## config.mk

```make
export PLATFORM = sky130hd
export DESIGN_NAME = vec_issue_ctrl
export DESIGN_NICKNAME = d
export VERILOG_FILES = /design/src/rtl/vec_de_csr_defs.sv /design/src/rtl/vec_ctrl_decode.sv /design/src/rtl/vec_issue_ctrl.sv
export SDC_FILE = /design/constraint.sdc
export NUM_CORES = 1
export LEC_CHECK = 0
export CORE_UTILIZATION = 45
export DETAILED_ROUTE_END_ITERATION = 12
export GPL_ROUTABILITY_DRIVEN = 0
export PLACE_DENSITY_LB_ADDON = 0.2
export SYNTH_ARGS = -nofsm -noshare
export SYNTH_HDL_FRONTEND = slang
export SYNTH_SLANG_ARGS = --single-unit
```

## constraint.sdc

```tcl
create_clock -name clk -period 4.9 [get_ports clk]
set_input_delay 0.98 -clock clk [delete_from_list [all_inputs] [get_ports clk]]
set_output_delay 0.98 -clock clk [all_outputs]
set_load 0.02 [all_outputs]
```

## src/rtl/vec_de_csr_defs.sv

```systemverilog
// Shared vector decode/CSR definitions: opcodes, funct3 codes, load addressing modes
// and the issue-controller state encoding.
package vec_de_csr_defs;

    typedef enum logic [6:0] {
        OP_V       = 7'b1010111,
        OP_LOAD_FP = 7'b0000111
    } v_opcode_e;

    typedef enum logic [2:0] {
        F3_OPIVV = 3'b000,
        F3_OPFVV = 3'b001,
        F3_OPMVV = 3'b010,
        F3_OPIVI = 3'b011,
        F3_OPIVX = 3'b100,
        F3_OPFVF = 3'b101,
        F3_OPMVX = 3'b110,
        F3_OPCFG = 3'b111
    } v_func3_e;

    localparam logic [2:0] VSET_FUNCT3 = F3_OPCFG;

    // Vector load element widths share the LOAD-FP opcode with scalar FP loads.
    localparam logic [2:0] LD_W8  = 3'b000;
    localparam logic [2:0] LD_W16 = 3'b101;
    localparam logic [2:0] LD_W32 = 3'b110;
    localparam logic [2:0] LD_W64 = 3'b111;

    typedef enum logic [1:0] {
        MOP_UNIT      = 2'b00,
        MOP_IDX_UNORD = 2'b01,
        MOP_STRIDED   = 2'b10,
        MOP_IDX_ORD   = 2'b11
    } v_mop_e;

    typedef enum logic [1:0] {
        IDLE,
        CONF,
        LD_REQ,
        LD_WAIT
    } ctrl_state_e;

    function automatic logic is_load_width(input logic [2:0] f3);
        return (f3 == LD_W8) || (f3 == LD_W16) || (f3 == LD_W32) || (f3 == LD_W64);
    endfunction

endpackage

```

## src/rtl/vec_ctrl_decode.sv

```systemverilog
// Combinational field decode of a vector instruction word: classifies vset*/vector
// loads and extracts the fields that steer the operand selects.
module vec_ctrl_decode
    import vec_de_csr_defs::*;
(
    input  logic [31:0] inst,
    output logic        is_vset,
    output logic        is_load,
    output logic        is_vsetivli,
    output logic        is_vsetvl,
    output logic        x0_pair,
    output v_mop_e      mop
);

    logic [6:0] opcode;
    logic [2:0] funct3;
    logic [4:0] rs1;
    logic [4:0] rd;
    logic       unused_fields;

    assign opcode = inst[6:0];
    assign funct3 = inst[14:12];
    assign rs1    = inst[19:15];
    assign rd     = inst[11:7];

    // Immediate/vtype and nf/lumop fields do not influence the control path.
    assign unused_fields = ^{inst[29:28], inst[25:20]};

    assign is_vset     = (opcode == OP_V) && (funct3 == VSET_FUNCT3);
    assign is_load     = (opcode == OP_LOAD_FP) && is_load_width(funct3);
    assign is_vsetivli = (inst[31:30] == 2'b11);
    assign is_vsetvl   = (inst[31:30] == 2'b10);
    assign x0_pair     = (rs1 == 5'd0) && (rd == 5'd0);
    assign mop         = v_mop_e'(inst[27:26]);

endmodule

```

## src/rtl/vec_issue_ctrl.sv

```systemverilog
// Vector issue controller: accepts one instruction at a time, sequences vset* CSR
// writes and vector load requests, and watches for loads that never complete.
module vec_issue_ctrl
    import vec_de_csr_defs::*;
#(
    parameter int XLEN  = 32,
    parameter int TMO_W = 8
) (
    input  logic            clk,
    input  logic            reset,
    input  logic [XLEN-1:0] vec_inst,
    input  logic            inst_valid,
    output logic            inst_ready,
    output logic            vl_sel,
    output logic            vtype_sel,
    output logic            rs1rd_de,
    output logic            lumop_sel,
    output logic            rs1_sel,
    output logic            vs2_sel,
    output logic            csrwr_en,
    output logic            ld_req,
    input  logic            ld_done,
    output logic            busy,
    output logic            illegal_inst,
    output logic            timeout_err
);

    localparam logic [TMO_W-1:0] TMO_MAX = {TMO_W{1'b1}};
    // The timeout fires on the edge where the count would reach TMO_MAX.
    localparam logic [TMO_W-1:0] TMO_PRE = TMO_MAX - TMO_W'(1);

    ctrl_state_e      state;
    ctrl_state_e      state_next;
    logic [XLEN-1:0]  inst_q;
    logic [TMO_W-1:0] wd_cnt;
    logic             accept;
    logic             illegal_next;
    logic             timeout_next;

    logic   in_vset;
    logic   in_load;
    logic   unused_in_ivli;
    logic   unused_in_vsetvl;
    logic   unused_in_x0;
    v_mop_e unused_in_mop;

    logic   q_ivli;
    logic   q_vsetvl;
    logic   q_x0;
    logic   unused_q_vset;
    logic   unused_q_load;
    v_mop_e q_mop;

    assign inst_ready = (state == IDLE);
    assign busy       = (state != IDLE);
    assign accept     = inst_valid && inst_ready;

    // Dispatch classifies the word being accepted; select outputs use the latched copy.
    vec_ctrl_decode u_dec_in (
        .inst        (vec_inst[31:0]),
        .is_vset     (in_vset),
        .is_load     (in_load),
        .is_vsetivli (unused_in_ivli),
        .is_vsetvl   (unused_in_vsetvl),
        .x0_pair     (unused_in_x0),
        .mop         (unused_in_mop)
    );

    vec_ctrl_decode u_dec_q (
        .inst        (inst_q[31:0]),
        .is_vset     (unused_q_vset),
        .is_load     (unused_q_load),
        .is_vsetivli (q_ivli),
        .is_vsetvl   (q_vsetvl),
        .x0_pair     (q_x0),
        .mop         (q_mop)
    );

    always_ff @(posedge clk) begin
        if (reset) begin
            state        <= IDLE;
            inst_q       <= '0;
            wd_cnt       <= '0;
            illegal_inst <= 1'b0;
            timeout_err  <= 1'b0;
        end else begin
            state        <= state_next;
            illegal_inst <= illegal_next;
            timeout_err  <= timeout_next;
            if (accept) begin
                inst_q <= vec_inst;
            end
            if (state == LD_REQ) begin
                wd_cnt <= '0;
            end else if ((state == LD_WAIT) && !ld_done) begin
                wd_cnt <= wd_cnt + TMO_W'(1);
            end
        end
    end

    always_comb begin
        state_next   = state;
        illegal_next = 1'b0;
        timeout_next = 1'b0;
        case (state)
            IDLE: begin
                if (inst_valid) begin
                    if (in_vset) begin
                        state_next = CONF;
                    end else if (in_load) begin
                        state_next = LD_REQ;
                    end else begin
                        illegal_next = 1'b1;
                    end
                end
            end
            CONF:   state_next = IDLE;
            LD_REQ: state_next = LD_WAIT;
            LD_WAIT: begin
                // Completion beats the watchdog when both land in the same cycle.
                if (ld_done) begin
                    state_next = IDLE;
                end else if (wd_cnt == TMO_PRE) begin
                    state_next   = IDLE;
                    timeout_next = 1'b1;
                end
            end
            default: state_next = IDLE;
        endcase
    end

    always_comb begin
        vl_sel    = 1'b0;
        vtype_sel = 1'b0;
        rs1rd_de  = 1'b1;
        lumop_sel = 1'b0;
        rs1_sel   = 1'b1;
        vs2_sel   = 1'b0;
        csrwr_en  = 1'b0;
        ld_req    = 1'b0;
        case (state)
            CONF: begin
                csrwr_en = 1'b1;
                if (q_ivli) begin
                    vl_sel    = 1'b1;
                    vtype_sel = 1'b1;
                    rs1rd_de  = 1'b1;
                    rs1_sel   = 1'b0;
                end else begin
                    // vsetvli/vsetvl with rs1=rd=x0 keeps vl, so no rs1/rd operand.
                    vl_sel    = 1'b0;
                    vtype_sel = !q_vsetvl;
                    rs1rd_de  = !q_x0;
                    rs1_sel   = q_x0;
                end
            end
            LD_REQ, LD_WAIT: begin
                ld_req = (state == LD_REQ);
                case (q_mop)
                    MOP_UNIT: begin
                        lumop_sel = 1'b1;
                        vtype_sel = 1'b1;
                    end
                    MOP_STRIDED: begin
                        lumop_sel = 1'b0;
                        vtype_sel = 1'b0;
                    end
                    default: begin
                        vtype_sel = 1'b1;
                        vs2_sel   = 1'b1;
                    end
                endcase
            end
            default: ;
        endcase
    end

endmodule

```

==> impl_metrics.json, run 1 <==
{
  "p_leak_nw": 0.600,
  "critPathLaunchType": "flop",
  "ant_nets": 0,
  "clk_pin_slew_ns": 0.14,
  "async_flop_share_pct": 0,
  "drv_slew": 0,
  "status": "finished clean",
  "utilization_pct": 69.3,
  "antenna_found_initial": 0,
  "syn-num-nets": 182,
  "cts.path.max_buffers": 2,
  "fp-row-count": 17,
  "io_buffers": 39,
  "post-route-drc-count": 0,
  "hold_path.class": "flop to flop",
  "post-dp-hpwl_mm": 1.80,
  "netlist_top_cells_area": "dfxtp_1, nand2_1, a21oi_1",
  "wl_met3_um": 135,
  "synth_area_leader_cell": "dfxtp_1",
  "whs_ns": 0.468,
  "grt_pass1_vias": 1005,
  "die_h_um": 52.3,
  "grt.overflow.total": 0,
  "cp_data_required_time_ns": 3.92,
  "drive_gt1_share_pct": 2.76,
  "finalCriticalPeriod_ns": 2.88,
  "dr.first_iter.drc_count": 16,
  "cts_tree": "built",
  "tns_ns": 0,
  "worst_slew_pin_slew_ns": 0.692,
  "diodes": 0,
  "clk-insertion-delay-late_ns": 0.32,
  "drv_cap": 0,
  "post_cts_buffers": 0,
  "start_util_pct": 49.5,
  "die_area_um2": 2730,
  "endpoint_kind": "output port",
  "skew_ns": 0.00618,
  "final_nets": 220,
  "met2_length_mm": 1.22,
  "arrival_ns": 1.90,
  "yosys_warnings": 0,
  "multi_input_area_um2": 579,
  "yosysMostFrequentCell": "nand2_1",
  "synthFlopType": "dfxtp_1",
  "slew_headroom_pct": 53.8,
  "wl_mm": 2.48,
  "num_io_pins": 48,
  "drt-met1-wl_mm": 1.09,
  "regArea_um2": 520,
  "routed.top_layer": "met4",
  "power.density_nw_per_um2": 261,
  "synth_top_area_share_pct": 45.8,
  "crit_fanout": 2,
  "rsz0062_at_grt": "false",
  "die-width_um": 52.3,
  "synth_common_cells": "nand2_1, dfxtp_1, a21oi_1",
  "grt_max_degree": 20,
  "clock.fmax_mhz": 347,
  "final-setup-viol-count": 0,
  "synth_edf_count": 0,
  "netlist_instances": 144,
  "min_period_over_period_pct": 58.8,
  "grt_usage_pct": 20.1,
  "dr.pass1.iters": 4,
  "netlist_area_um2": 1140,
  "num_vias": 1092,
  "seq_area_frac_synth_pct": 45.8,
  "drt-vias-per-instance": 5.22,
  "synth_cell_types": 30,
  "cts_resized": 0,
  "cts.sinks": 26,
  "peakVddDrop_mv": 0.151,
  "critPathKind": "flop to output port",
  "fillers": 189,
  "syn_area_per_cell_um2": 7.90,
  "ys_ff_latch": 26,
  "cts_buffers": 3,
  "syn_to_final_growth_pct": 40.0,
  "cts_root_buf": "clkbuf_4",
  "hold_viol": 0,
  "core_um2": 2300,
  "detail_route.wl_per_cell_um": 11.8,
  "cts_max_level": 1,
  "cts_hold_buffers": 0,
  "grt_pass1_wl_mm": 4.09
}
==> critical path, stage by stage (launching register included) <==
cell	delay, ns
dfxtp_1	0.34
nor4_1	0.43
nand3_1	0.12
nand2_1	0.09
clkdlybuf4s50_1	0.59
==> cells by family (layout without fill, tap and decap cells) <==
kind of cell,Yosys count,in the layout,share of synthesized area [%]
xor gates and xnor gates,7,7,5.39
and+or+nand+nor,75,75,32.0
AOI/OAI and AO/OA,24,24,11.3
buffers and inverters,10,47,3.30
adders and majority gates,2,2,2.20
DFF,26,26,45.8
==> layout make-up <==
type	instances	share of cell area, %
multi-input combinational	108	36.4
clock buffer	3	1.41
inverter	4	0.943
tap	28	2.20
sequential	26	32.7
timing repair buffer	39	24.5
clock inverter	1	1.89
==> final timing paths <==
check | from | to | slack (ns) | cells after the start
setup / recovery | inst_q[8]$_SDFFE_PP0P_ | rs1_sel | 2.02 | 4
hold / removal | inst_q[18]$_SDFFE_PP0P_ | inst_q[18]$_SDFFE_PP0P_ | 0.47 | 2
setup reg to reg | state[1]$_SDFFE_PP0P_ | inst_q[8]$_SDFFE_PP0P_ | 3.29 | 4
hold reg to reg | inst_q[18]$_SDFFE_PP0P_ | inst_q[18]$_SDFFE_PP0P_ | 0.47 | 2
==> where the power goes <==
| group | switching [mW] | internal, mW | leakage, nW |
|---|---|---|---|
| sequential | 0.00425 | 0.218 | 0.212 |
| combinational | 0.0183 | 0.0278 | 0.360 |
| clock | 0.0636 | 0.0827 | 0.0279 |
| total | 0.0861 | 0.329 | 0.600 |
==> cell usage in the layout (no fill, tap or decap), drive strengths merged, types with 2 or more instances in the layout <==
| cell | n |
|---|---|
| nor3 | 3 |
| nor4 | 2 |
| inv | 4 |
| ha | 2 |
| or3 | 2 |
| nand4 | 4 |
| o21ai | 4 |
| dfxtp | 26 |
| nand3 | 3 |
| xor2 | 3 |
| and3 | 3 |
| clkdlybuf4s50 | 39 |
| xnor2 | 4 |
| a211oi | 2 |
| nand2 | 35 |
| nor2 | 10 |
| and2 | 2 |
| clkbuf | 3 |
| nand2b | 3 |
| a21oi | 16 |
==> layer usage <==
layer  GRT usage [%]  vias up
met3            3.77        4
met4            7.02        0
li1                -      560
met1            24.4      492
met5               0        -
met2            35.3       36
==> sequential cells by signal, indices dropped and copies added (netlist names) <==
signal	count
wd_cnt	8
inst_q	14
illegal_inst	1
timeout_err	1
state	2
==> per-stage QoR <==
stage / instance area (um^2) / power [mW] / instances / setup slack [ns]
after floorplan: 1140 / 0.246 / 144 / 2.63
after global placement: 1540 / 0.271 / 205 / 2.12
after detailed placement: 1540 / 0.273 / 205 / 2.11
after CTS: 1590 / 0.417 / 209 / 2.03
after global routing: 1590 / 0.430 / 209 / 1.81
final: 1590 / 0.415 / 209 / 2.02
(Power assumes the default switching activity.)
==> run 2, diff against run 1 <==
- CORE_UTILIZATION: 45 -> 41
- clock period: 4.9 -> 2.9 ns (I/O delays scaled with it)
==> run 2 against run 1 <==
- power up 70%
- critical path depth did not move
- clock-buffer cell count did not move
- critical endpoint unchanged
==> impl_metrics.json, run 2 (same netlist as run 1, synthesis figures left out) <==
{
  "dp_slack_ns": 0.500,
  "diodes": 0,
  "clock.fmax_mhz": 404,
  "io_buffers": 39,
  "reg2reg_depth": 4,
  "start_util_pct": 44.7,
  "worst_slew_pin_slew_ns": 0.693,
  "post-route-drc-count": 0,
  "wl_mm": 2.44,
  "dr.first_iter.drc_count": 13,
  "layout_common_cells": "clkdlybuf4s50_1, nand2_1, dfxtp_1, a21oi_1, nor2_1",
  "whs_path_depth": 2,
  "grt_max_degree": 20,
  "die_area_um2": 2990,
  "hp-start": "inst_q[7]$_SDFFE_PP0P_",
  "crit_family": "simple AND/OR/NAND/NOR gates",
  "core_um2": 2540,
  "slew_headroom_pct": 53.8,
  "fp-row-count": 18,
  "endpoint_kind": "output port",
  "clk-insertion-delay-late_ns": 0.33,
  "peakVddDrop_mv": 0.346,
  "whs_ns": 0.470,
  "hold_viol": 0,
  "layout.cells.non_filler": 212,
  "cts_max_level": 1,
  "cts_buffers": 3,
  "cts.path.max_buffers": 2,
  "detail_route.wl_per_cell_um": 11.5,
  "cts_tree": "built",
  "rsz0062_at_grt": "false",
  "final_common_cell": "clkdlybuf4s50_1",
  "arrival_ns": 1.90,
  "stdcell_area_um2": 1600,
  "antenna_found_initial": 0,
  "post_cts_buffers": 0,
  "num_io_pins": 48,
  "finalCriticalPeriod_ns": 2.48,
  "fillers": 231,
  "r2r-start": "state[1]$_SDFFE_PP0P_",
  "place_area_um2": 1550,
  "crit_fanout": 2,
  "grt_usage_pct": 18.3,
  "tns_ns": 0,
  "final-setup-viol-count": 0,
  "r2r-end": "inst_q[27]$_SDFFE_PP0P_",
  "critPathLaunchType": "flop",
  "grt_pass1_vias": 929,
  "numPlacedInstances": 208,
  "dr.pass1.iters": 4,
  "path_cells": "nor4_1 > nand3_1 > nand2_1 > clkdlybuf4s50_1",
  "ant_nets": 0,
  "cp_data_required_time_ns": 2.32,
  "die_h_um": 54.7,
  "rrSetupSlack_ns": 1.28,
  "drv_cap": 0,
  "final_nets": 221,
  "drt-vias-per-instance": 5.17,
  "clk_pin_slew_ns": 0.15,
  "p_leak_nw": 0.605,
  "cts_root_buf": "clkbuf_4",
  "hold-path-endpoint": "inst_q[7]$_SDFFE_PP0P_",
  "drv_slew": 0,
  "grt_pass1_wl_mm": 3.91,
  "skew_ns": 0.0136,
  "regMostFlops": "inst_q",
  "post-dp-hpwl_mm": 1.85,
  "hold_path.class": "flop to flop",
  "power.density_nw_per_um2": 441,
  "largest_reg_flops": 14,
  "cts_resized": 0,
  "crit_buf_inv": 1,
  "grt.overflow.total": 0,
  "cp_slowest_cell": "clkdlybuf4s50_1",
  "die-width_um": 54.7,
  "num_vias": 1097,
  "drive_gt1_share_pct": 3.30,
  "cts_hold_buffers": 0,
  "critPathKind": "flop to output port",
  "status": "finished clean",
  "reg_top3": "inst_q: 14 flops, wd_cnt: 8 flops, state: 2 flops",
  "setup_slack_ns": 0.423,
  "min_period_over_period_pct": 85.4,
  "syn_to_final_growth_pct": 40.9,
  "cts.sinks": 26,
  "critPathMaxStageDelay_ns": 0.60
}
## run 2: how the worst max path moves through the flow
stage,from,end,slack [ns],cells after the start
after floorplan,vec_inst[0],illegal_inst$_SDFF_PP0_,1.03,4
after global placement,vec_inst[0],illegal_inst$_SDFF_PP0_,0.52,5
after detailed placement,vec_inst[1],illegal_inst$_SDFF_PP0_,0.50,5
after CTS,inst_q[8]$_SDFFE_PP0P_,rs1_sel,0.43,4
after global routing,inst_q[8]$_SDFFE_PP0P_,rs1_sel,0.28,4
final,inst_q[8]$_SDFFE_PP0P_,rs1_sel,0.42,4
## run 2: cell type report
cell class,count,area [um^2],area share (%)
Clock inverter,1,30.0,1.87
Tap cell,30,37.5,2.34
Inverter,4,15.0,0.937
Timing Repair Buffer,40,398,24.8
Sequential cell,26,520,32.5
Clock buffer,3,22.5,1.41
Multi-Input combinational cell,108,579,36.1
## run 2: per-stage QoR
step	total power [mW]	util, %
final	0.706	63.0
after global routing	0.734	63.0
after CTS	0.711	63.0
after detailed placement	0.462	60.9
after global placement	0.460	60.9
after floorplan	0.416	-
## run 2: metal layers
metal	up-vias	track usage (%)	part of all wire, %
met4	0	7.69	1.7
met2	34	30.9	48
met3	5	3.61	5.0
met1	496	22.2	45
met5	-	0	0
li1	562	-	-
## run 2: worst min-delay path, delay by kind of cell (launching register included)
kind / cells / cell delay, ns
compound gates: 1 / 0.06
flops: 1 / 0.34
simple gates: 1 / 0.05
## run 2: where the power goes
part | leakage, nW | internal [mW] | switching (mW)
Combinational | 0.364 | 0.0477 | 0.0303
Clock | 0.0279 | 0.140 | 0.112
Sequential | 0.212 | 0.369 | 0.00680
Total | 0.605 | 0.557 | 0.149
